[src/rtl/pc_sequencer_if.sv]
// Control/fetch bundle between Ctrl, the PC sequencer and InstROM.
// The master side drives the strobes and table writes; the slave side returns PC and status.
interface pc_sequencer_if #(
    parameter int PCW  = 10,
    parameter int OFFW = 8,
    parameter int LW   = 4,
    parameter int CTW  = 16
);
    logic            start;
    logic            halt;
    logic            branch_rel;
    logic [OFFW-1:0] offset;
    logic            branch_abs;
    logic            call;
    logic            ret;
    logic [LW-1:0]   lut_idx;
    logic            lut_we;
    logic [LW-1:0]   lut_waddr;
    logic [PCW-1:0]  lut_wdata;
    logic [PCW-1:0]  PC;
    logic            running;
    logic            done;
    logic            stack_ovf;
    logic            stack_unf;
    logic [CTW-1:0]  cycle_ct;

    modport master (
        output start, halt, branch_rel, offset, branch_abs, call, ret,
               lut_idx, lut_we, lut_waddr, lut_wdata,
        input  PC, running, done, stack_ovf, stack_unf, cycle_ct
    );

    modport slave (
        input  start, halt, branch_rel, offset, branch_abs, call, ret,
               lut_idx, lut_we, lut_waddr, lut_wdata,
        output PC, running, done, stack_ovf, stack_unf, cycle_ct
    );
endinterface

[src/rtl/pc_sequencer.sv]
// Program counter / fetch sequencer: run-halt FSM, jump-target table, return stack,
// sticky stack error flags and a saturating RUN-cycle counter.
module pc_sequencer #(
    parameter int          PCW        = 10,
    parameter int          OFFW       = 8,
    parameter int          LUT_D      = 16,
    parameter int          STACK_D    = 4,
    parameter logic [PCW-1:0] START_ADDR = '0,
    parameter int          CTW        = 16
) (
    input logic            CLK,
    input logic            reset_n,
    pc_sequencer_if.slave  bus
);
    localparam int LW  = $clog2(LUT_D);
    localparam int SPW = $clog2(STACK_D + 1);
    localparam int SIW = (STACK_D > 1) ? $clog2(STACK_D) : 1;

    typedef enum logic [1:0] {IDLE, RUN, HALTED} state_t;

    state_t         state_q, state_d;
    logic [PCW-1:0] pc_q, pc_d;
    logic [PCW-1:0] table_q [LUT_D];
    logic [PCW-1:0] table_d [LUT_D];
    logic [PCW-1:0] stack_q [STACK_D];
    logic [PCW-1:0] stack_d [STACK_D];
    logic [SPW-1:0] sp_q, sp_d;
    logic           ovf_q, ovf_d;
    logic           unf_q, unf_d;
    logic [CTW-1:0] ct_q, ct_d;

    logic [PCW-1:0] pc_inc;
    logic [PCW-1:0] off_ext;
    logic [PCW-1:0] lut_rd;
    logic [SIW-1:0] top_idx;
    logic [SIW-1:0] push_idx;

    assign pc_inc   = pc_q + PCW'(1);
    assign off_ext  = PCW'($signed(bus.offset));
    // Table read sees the pre-write contents, giving read-before-write on a same-index collision.
    assign lut_rd   = table_q[bus.lut_idx];
    assign top_idx  = SIW'(sp_q - SPW'(1));
    assign push_idx = SIW'(sp_q);

    always_comb begin
        state_d = state_q;
        pc_d    = pc_q;
        table_d = table_q;
        stack_d = stack_q;
        sp_d    = sp_q;
        ovf_d   = ovf_q;
        unf_d   = unf_q;
        ct_d    = ct_q;

        if (bus.start) begin
            state_d = RUN;
            pc_d    = START_ADDR;
            sp_d    = '0;
            ovf_d   = 1'b0;
            unf_d   = 1'b0;
            ct_d    = '0;
        end else if (state_q == RUN) begin
            if (ct_q != {CTW{1'b1}}) begin
                ct_d = ct_q + CTW'(1);
            end
            if (bus.halt) begin
                state_d = HALTED;
            end else if (bus.ret) begin
                if (sp_q != '0) begin
                    pc_d = stack_q[top_idx];
                    sp_d = sp_q - SPW'(1);
                end else begin
                    unf_d = 1'b1;
                    pc_d  = pc_inc;
                end
            end else if (bus.call) begin
                if (sp_q != SPW'(STACK_D)) begin
                    stack_d[push_idx] = pc_inc;
                    sp_d = sp_q + SPW'(1);
                    pc_d = lut_rd;
                end else begin
                    ovf_d = 1'b1;
                    pc_d  = pc_inc;
                end
            end else if (bus.branch_abs) begin
                pc_d = lut_rd;
            end else if (bus.branch_rel) begin
                pc_d = pc_q + off_ext;
            end else begin
                pc_d = pc_inc;
            end
        end

        if (bus.lut_we) begin
            table_d[bus.lut_waddr] = bus.lut_wdata;
        end
    end

    always_ff @(posedge CLK or negedge reset_n) begin
        if (!reset_n) begin
            state_q <= IDLE;
            pc_q    <= START_ADDR;
            table_q <= '{default: '0};
            stack_q <= '{default: '0};
            sp_q    <= '0;
            ovf_q   <= 1'b0;
            unf_q   <= 1'b0;
            ct_q    <= '0;
        end else begin
            state_q <= state_d;
            pc_q    <= pc_d;
            table_q <= table_d;
            stack_q <= stack_d;
            sp_q    <= sp_d;
            ovf_q   <= ovf_d;
            unf_q   <= unf_d;
            ct_q    <= ct_d;
        end
    end

    assign bus.PC        = pc_q;
    assign bus.running   = (state_q == RUN);
    assign bus.done      = (state_q == HALTED);
    assign bus.stack_ovf = ovf_q;
    assign bus.stack_unf = unf_q;
    assign bus.cycle_ct  = ct_q;
endmodule

[src/flat_wrapper.sv]
// flat-port wrapper written by rule: the top's interface ports become plain ports
module pc_sequencer_flat 
#(
    parameter int          PCW        = 10,
    parameter int          OFFW       = 8,
    parameter int          LUT_D      = 16,
    parameter int          STACK_D    = 4,
    parameter logic [PCW-1:0] START_ADDR = '0,
    parameter int          CTW        = 16
)
  (CLK, reset_n, bus_start, bus_halt, bus_branch_rel, bus_offset, bus_branch_abs, bus_call, bus_ret, bus_lut_idx, bus_lut_we, bus_lut_waddr, bus_lut_wdata, bus_PC, bus_running, bus_done, bus_stack_ovf, bus_stack_unf, bus_cycle_ct);
  pc_sequencer_if #(.PCW(PCW), .OFFW(OFFW), .LW((4)), .CTW(CTW)) bus_i ();
  input logic CLK;
  input logic reset_n;
  input wire logic [$bits(bus_i.start)-1:0] bus_start;
  input wire logic [$bits(bus_i.halt)-1:0] bus_halt;
  input wire logic [$bits(bus_i.branch_rel)-1:0] bus_branch_rel;
  input wire logic [$bits(bus_i.offset)-1:0] bus_offset;
  input wire logic [$bits(bus_i.branch_abs)-1:0] bus_branch_abs;
  input wire logic [$bits(bus_i.call)-1:0] bus_call;
  input wire logic [$bits(bus_i.ret)-1:0] bus_ret;
  input wire logic [$bits(bus_i.lut_idx)-1:0] bus_lut_idx;
  input wire logic [$bits(bus_i.lut_we)-1:0] bus_lut_we;
  input wire logic [$bits(bus_i.lut_waddr)-1:0] bus_lut_waddr;
  input wire logic [$bits(bus_i.lut_wdata)-1:0] bus_lut_wdata;
  output wire logic [$bits(bus_i.PC)-1:0] bus_PC;
  output wire logic [$bits(bus_i.running)-1:0] bus_running;
  output wire logic [$bits(bus_i.done)-1:0] bus_done;
  output wire logic [$bits(bus_i.stack_ovf)-1:0] bus_stack_ovf;
  output wire logic [$bits(bus_i.stack_unf)-1:0] bus_stack_unf;
  output wire logic [$bits(bus_i.cycle_ct)-1:0] bus_cycle_ct;
  assign bus_i.start = bus_start;
  assign bus_i.halt = bus_halt;
  assign bus_i.branch_rel = bus_branch_rel;
  assign bus_i.offset = bus_offset;
  assign bus_i.branch_abs = bus_branch_abs;
  assign bus_i.call = bus_call;
  assign bus_i.ret = bus_ret;
  assign bus_i.lut_idx = bus_lut_idx;
  assign bus_i.lut_we = bus_lut_we;
  assign bus_i.lut_waddr = bus_lut_waddr;
  assign bus_i.lut_wdata = bus_lut_wdata;
  assign bus_PC = bus_i.PC;
  assign bus_running = bus_i.running;
  assign bus_done = bus_i.done;
  assign bus_stack_ovf = bus_i.stack_ovf;
  assign bus_stack_unf = bus_i.stack_unf;
  assign bus_cycle_ct = bus_i.cycle_ct;
  pc_sequencer #(.PCW(PCW), .OFFW(OFFW), .LUT_D(LUT_D), .STACK_D(STACK_D), .START_ADDR(START_ADDR), .CTW(CTW)) u_core (.CLK(CLK), .reset_n(reset_n), .bus(bus_i));
endmodule
[config.mk]
export PLATFORM = sky130hd
export DESIGN_NAME = pc_sequencer_flat
export DESIGN_NICKNAME = d
export VERILOG_FILES = /design/src/rtl/pc_sequencer_if.sv /design/src/rtl/pc_sequencer.sv /design/src/flat_wrapper.sv
export SDC_FILE = /design/constraint.sdc
export NUM_CORES = 1
export LEC_CHECK = 0
export CAP_MARGIN = 20
export CORE_ASPECT_RATIO = 0.7
export CORE_MARGIN = 5
export CORE_UTILIZATION = 62
export CTS_BUF_LIST = sky130_fd_sc_hd__clkbuf_8
export CTS_CLUSTER_DIAMETER = 80
export DETAILED_ROUTE_END_ITERATION = 7
export PLACE_DENSITY = 0.82
export SYNTH_ARGS = -nofsm -noshare
export SYNTH_HDL_FRONTEND = slang
export SYNTH_SLANG_ARGS = --single-unit
[constraint.sdc]
create_clock -name CLK -period 3.4 [get_ports CLK]
set_input_delay 0.51 -clock CLK [delete_from_list [all_inputs] [get_ports CLK]]
set_output_delay 0.51 -clock CLK [all_outputs]
set_load 0.03 [all_outputs]
=== Yosys cells after proc, flatten, opt, wreduce, memory -nomap -nowiden ===
Index checks and enable logic that the tools add are counted.

* Equal/unequal tests: 9
* $mul: 0
* $add $sub $neg: 5
* $lt $le $gt $ge: 6
* Shift-type cells: 0
* Reduce and logical (&&, ||, !) cells: 17
* Bitwise operators: 7
* Multiplexer cells: 45
* Divide/modulo/power cells: 0

{| class="wikitable"
|+ Operators by type and width
! cell !! number
|-
| $bwmux W160 || 1
|-
| $mux W10 || 15
|-
| $mux W16 || 3
|-
| $bmux W10 S4 || 1
|-
| $bwmux W40 || 1
|-
| $demux W10 S4 || 1
|-
| $mux W3 || 7
|-
| $bmux W10 S2 || 1
|-
| $demux W10 S2 || 1
|-
| $add A16 B1 Y16 const B || 1
|-
| $ne A16 B16 Y1 const B || 1
|-
| $mux W1 || 11
|-
| $add A10 B1 Y10 const B || 1
|-
| $add A10 B10 Y10 || 1
|-
| $ge A5 B5 Y1 const B || 2
|-
| $not A4 Y5 || 2
|-
| $reduce_and A5 Y1 || 2
|-
| $reduce_bool A2 Y1 || 5
|-
| $reduce_bool A3 Y1 || 3
|-
| $ne A2 B2 Y1 const B || 4
|-
| $ge A3 B3 Y1 const B || 2
|-
| $mux W2 || 3
|-
| $not A2 Y3 || 2
|-
| $reduce_and A2 Y1 || 3
|-
| 12 further kinds || 15
|}

* Bits in registers: 233
* Input port bits: 35
* RAM bits: 0
* Word-level logic and storage cells: 115
* Memories kept: 0
* Memory bits (read-only): 0
* Output and inout port bits: 30
* Latch bits: 0

=== Logic depth before layout (Yosys ltp) ===
* Depth in word-level cells: 10
* Mapped depth: 11
* Gate-level depth less buffers: 9

=== Worst setup path before layout ===
No wires, ideal clock.

* Kind: flip-flop to flip-flop
* Start point: register u_core.sp_q[0]
* End point: register u_core.stack_q[18] (netlist name)
* Path buffers: 3
* Required time: 3.263 ns
* Library setup time: 0.137 ns
* Period minus slack after synthesis: 2.676 ns
* Setup slack: 0.724 ns
* Arrival: 2.539 ns
* Cell stages (with the launch flop): 11
* Path through: dfrtp_1 buf_1 inv_1 ha_1 ha_1 clkbuf_1 nor3_1 nand2_1 clkbuf_1 nand2_1 o21ai_0

* Longest elaborated chain between the ends: 6
* Elaborated cells on any way between the ends: 9
* Those cells by class: order compare (2); eq/ne (1); mux (3); bitwise (1); reduce/logical (2)

{| class="wikitable"
|+ RTL lines
! item !! RTL line !! RTL
|-
| start: declaration || pc_sequencer.sv:27 || <nowiki>logic [SPW-1:0] sp_q, sp_d;</nowiki>
|-
| start signal: assignment || pc_sequencer.sv:114 || <nowiki>sp_q <= sp_d;</nowiki>
|-
| $not A2 Y3 (implied by the code) || pc_sequencer.sv:78 || <nowiki>stack_d[push_idx] = pc_inc;</nowiki>
|-
| $ge A3 B3 Y1 (implied by the code) or $lt A3 B1 Y1 (tied branches) || pc_sequencer.sv:78 ||
|-
| $logic_and A1 B1 Y1 (implied by the code) || pc_sequencer.sv:78 ||
|-
| $mux W10 (implied by the code) || pc_sequencer.sv:78 ||
|-
| $demux W10 S2 || pc_sequencer.sv:78 ||
|-
| $bwmux W40 || pc_sequencer.sv:78 ||
|-
| end signal: assignment || pc_sequencer.sv:113 || <nowiki>stack_q <= stack_d;</nowiki>
|-
| end: declaration || pc_sequencer.sv:25 || <nowiki>logic [PCW-1:0] stack_q [STACK_D];</nowiki>
|}

Several ways; a longest one is shown, not always the timed one.
A chain may end at the register's enable or synchronous reset.

=== Worst setup path in the final report ===
* Start point: register u_core.pc_q[0] (netlist: u_core.bus.PC[0])
* End point: register u_core.pc_q[8] (netlist: u_core.bus.PC[8])

* Longest elaborated chain between the ends: 8
* Elaborated cells on any way between the ends: 11
* Those cells by class: add/sub (2); mux (9)

{| class="wikitable"
|+ RTL lines
! item !! RTL line !! RTL
|-
| start: declaration || pc_sequencer.sv:22 || <nowiki>logic [PCW-1:0] pc_q, pc_d;</nowiki>
|-
| start signal: assignment || pc_sequencer.sv:111 || <nowiki>pc_q <= pc_d;</nowiki>
|-
| $add A10 B1 Y10 or $add A10 B10 Y10 (tied branches) || pc_sequencer.sv:38, pc_sequencer.sv:88 ||
|-
| $mux W10 || pc_sequencer.sv:87 || <nowiki>end else if (bus.branch_rel) begin</nowiki>
|-
| $mux W10 || pc_sequencer.sv:85 || <nowiki>end else if (bus.branch_abs) begin</nowiki>
|-
| $mux W10 || pc_sequencer.sv:76 || <nowiki>end else if (bus.call) begin</nowiki>
|-
| $mux W10 (*) || pc_sequencer.sv:68 || <nowiki>end else if (bus.ret) begin</nowiki>
|-
| $mux W10 (*) || pc_sequencer.sv:66 || <nowiki>if (bus.halt) begin</nowiki>
|-
| $mux W10 (*) || pc_sequencer.sv:62 || <nowiki>end else if (state_q == RUN) begin</nowiki>
|-
| $mux W10 (*) || pc_sequencer.sv:55 || <nowiki>if (bus.start) begin</nowiki>
|}

Mark *: on every way between the ends. The rest lies on a longest branch, timed or not. The select of a mux whose other input is x is not followed.

==> flow_summary.toml <==
[die]
row_count = 41
core_sq_um = 18100
start_util = 0.634
dieArea_sq_um = 21400
die_x_microns = 173
die_h_microns = 124
io_pins = 65

[global_route]
grt_max_degree = 103
grt_pass1_vias = 8055
antenna_found_initial = 0
track_usage = 0.263
overflow = 0
grt_pass1_wl_microns = 44400

[timing]
worst_pin_slew_ps = 858
layout_setup_ws_ps = 815
hold_viol_final = 3
slew_violations = 0
layout_min_cycle_time_ps = 2580
setup-violations-final = 0
rsz0062_at_grt = "false"
holdWs_ps = -3.24
relSlewSlack = 0.428
fin_setup_tns_ps = 0
min_period_over_period = 0.760
fin_skew_ps = 20.8
fmax_ghz = 0.387

[synth]
postSynthAreaPerCell_sq_um = 12.8
synth.largest_area_cell = "dfrtp_1"
synth_warnings = 0
netlist_area_sq_um = 11500
ys.flop_type = "dfrtp_1"
synth_edf_count = 0
synth-seq-cells = 233
yosysMostFrequentCell = "dfrtp_1"
seq_area_frac_synth = 0.508
synthArstFlopShare = 1.00
synth_commonest_cells = "233 x dfrtp_1, 167 x mux2_2, 68 x nand2_1"
synth_nets = 950
netlist_instances = 897
synth_top_area_share = 0.508
netlist_top_cells_area = "dfrtp_1 51%, mux2_2 16%, mux4_2 10%, o21ai_0 2.6%, nand2_1 2.2%"
ys_types = 54

[critical_path]
critPathBufInv = 0
crit_chain = "ha_1 > fa_1 > a21oi_1 > o21ai_0 > o21ai_0 > a21oi_1 > mux2i_1 > o22ai_1"
crit_fanout = 13
slowest_stage = "dfrtp_1"
critPathRequiredTime_ps = 3790
path_class = "reg2reg"
rr_startpoint = "u_core.bus.PC[0]"
startpoint_type = "register"
crit_path_end_kind = "register"
cpLargestDelayFamily = "compound AO/OA/AOI/OAI gates"
r2r_end = "u_core.bus.PC[8]"
cpPeakStageDelay_ps = 530
crit_arrival_ps = 2980
ff2ff_setup_slack_ps = 820
rr_worst_depth = 8

[status]
status = "finished with violations"
violations = "negative hold slack"

[power]
p_clk_frac = 0.276
p_int_uw = 5630
p_sw_frac = 0.305
power_frac_seq = 0.469
power.net_switching_uw = 2470
p_per_area_nw_per_um2 = 616
power_leakage_uw = 0.00564
p_total_uw = 8100
ir_drop_uv = 456
p_comb_frac = 0.255

[routing]
drt-pass1-iter-count = 5
vias_per_cell = 6.30
initialDrtViolationCount = 578
detail-route-antenna-nets = 0
totalWireLength_microns = 27200
vias = 7848
drc_errors = 0
wl_per_cell_microns = 21.8

[clock_network]
postCtsSetupRepairBufs = 0
htree_levels = 2
clk_latency_ps = 540
cts_buffer_depth = 3
cts_resized = 0
cts_tree = "built"
cts-hold-fix-buffers = 0
clk_pin_slew_ps = 60
cts_root_buf = "clkbuf_8"
numCtsBuffers = 37
clkSinkCount = 233

[final_layout]
nNetsFinal = 1039
n_antenna_cell = 0
fillCellCount = 1254
drive_above_1_share = 0.301
area_growth_pct = 14.5

[worst_hold_path]
hp-class = "in2async"

[placement]
portBuffers = 64
gp_congestion = 0.958
post-place-ws_ps = 475
hpwlAfterDp_microns = 18400

[job]
drv_cap = 0
==> stage by stage <==
stage	cell area, sq um	util	instances	hold WS [ps]
5_1_grt	13200	0.726	1245	70.9
2_1_floorplan	11500	-	897	214
3_3_place_gp	12500	0.689	1183	458
3_5_place_dp	12500	0.689	1183	467
4_1_cts	13200	0.726	1245	33.9
6_report	13200	0.726	1245	-3.24
==> worst max-delay path by stage <==
stage	depth (start not counted)	slack, ps	to	startpoint
after floorplan	10	720	u_core.stack_q[18]	u_core.sp_q[0]
after global placement	8	580	u_core.bus.PC[9]	bus_offset[1]
after detailed placement	8	480	u_core.bus.PC[9]	bus_offset[1]
after CTS	2	860	bus_running	u_core.state_q[0]
after global routing	8	690	u_core.bus.PC[8]	u_core.bus.PC[0]
final	8	820	u_core.bus.PC[8]	u_core.bus.PC[0]
==> kinds of logic after synthesis <==
| kind of cell | Yosys count | share of synthesized area |
|---|---|---|
| AOI/OAI and AO/OA | 125 | 0.0670 |
| adders and majority gates | 18 | 0.0203 |
| muxes | 236 | 0.283 |
| buffers and inverters | 55 | 0.0191 |
| DFF | 233 | 0.508 |
| and+or+nand+nor | 208 | 0.0857 |
| xor gates and xnor gates | 22 | 0.0168 |
==> state kept, by name, indices dropped and copies added, names as in the netlist <==
register              flops
u_core.stack_q           40
u_core.bus.stack_ovf      1
u_core.state_q            2
u_core.bus.stack_unf      1
u_core.sp_q               3
u_core.table_q          160
u_core.bus.PC            10
u_core.bus.cycle_ct      16
==> area by class of cell <==
| class | instances | area, sq um | share of cell area |
|---|---|---|---|
| clock buffer | 43 | 592 | 0.0450 |
| clock inverter | 19 | 85.1 | 0.00647 |
| inverter | 12 | 45.0 | 0.00342 |
| multi-input combinational | 609 | 5430 | 0.413 |
| sequential | 233 | 5830 | 0.443 |
| tap | 236 | 295 | 0.0225 |
| timing repair buffer | 93 | 871 | 0.0662 |
==> placed cells by master, fill, tap and decap left out, drive strengths merged, types with 5 or more instances in the layout <==
master / instances
a211oi: 5
a21oi: 15
buf: 31
clkbuf: 43
clkdlybuf4s50: 62
dfrtp: 233
ha: 17
inv: 26
mux2: 167
mux2i: 15
mux4: 54
nand2: 68
nand2b: 8
nand3: 11
nand3b: 7
nand4: 7
nor2: 59
nor2b: 9
nor3: 12
o211ai: 6
o21ai: 61
or3: 6
xnor2: 9
xor2: 13
==> layer usage <==
layer  up-vias  global-route usage  wire [microns]
met5         -                   0               0
li1       3516                   -               -
met3        45              0.0758            2310
met1      3974               0.387           12200
met4         0              0.0673             509
met2       313               0.392           12100
==> power by group through the flow <==
stage               Sequential, uW  Clock (uW)  Combinational (uW)
CTS                           3780        2280                2070
global route                  3860        2410                2260
global placement              3790           0                1980
finish                        3800        2230                2070
detailed placement            3830           0                2050
floorplan                     3760           0                1420
Power figures use the tool's default switching activity.
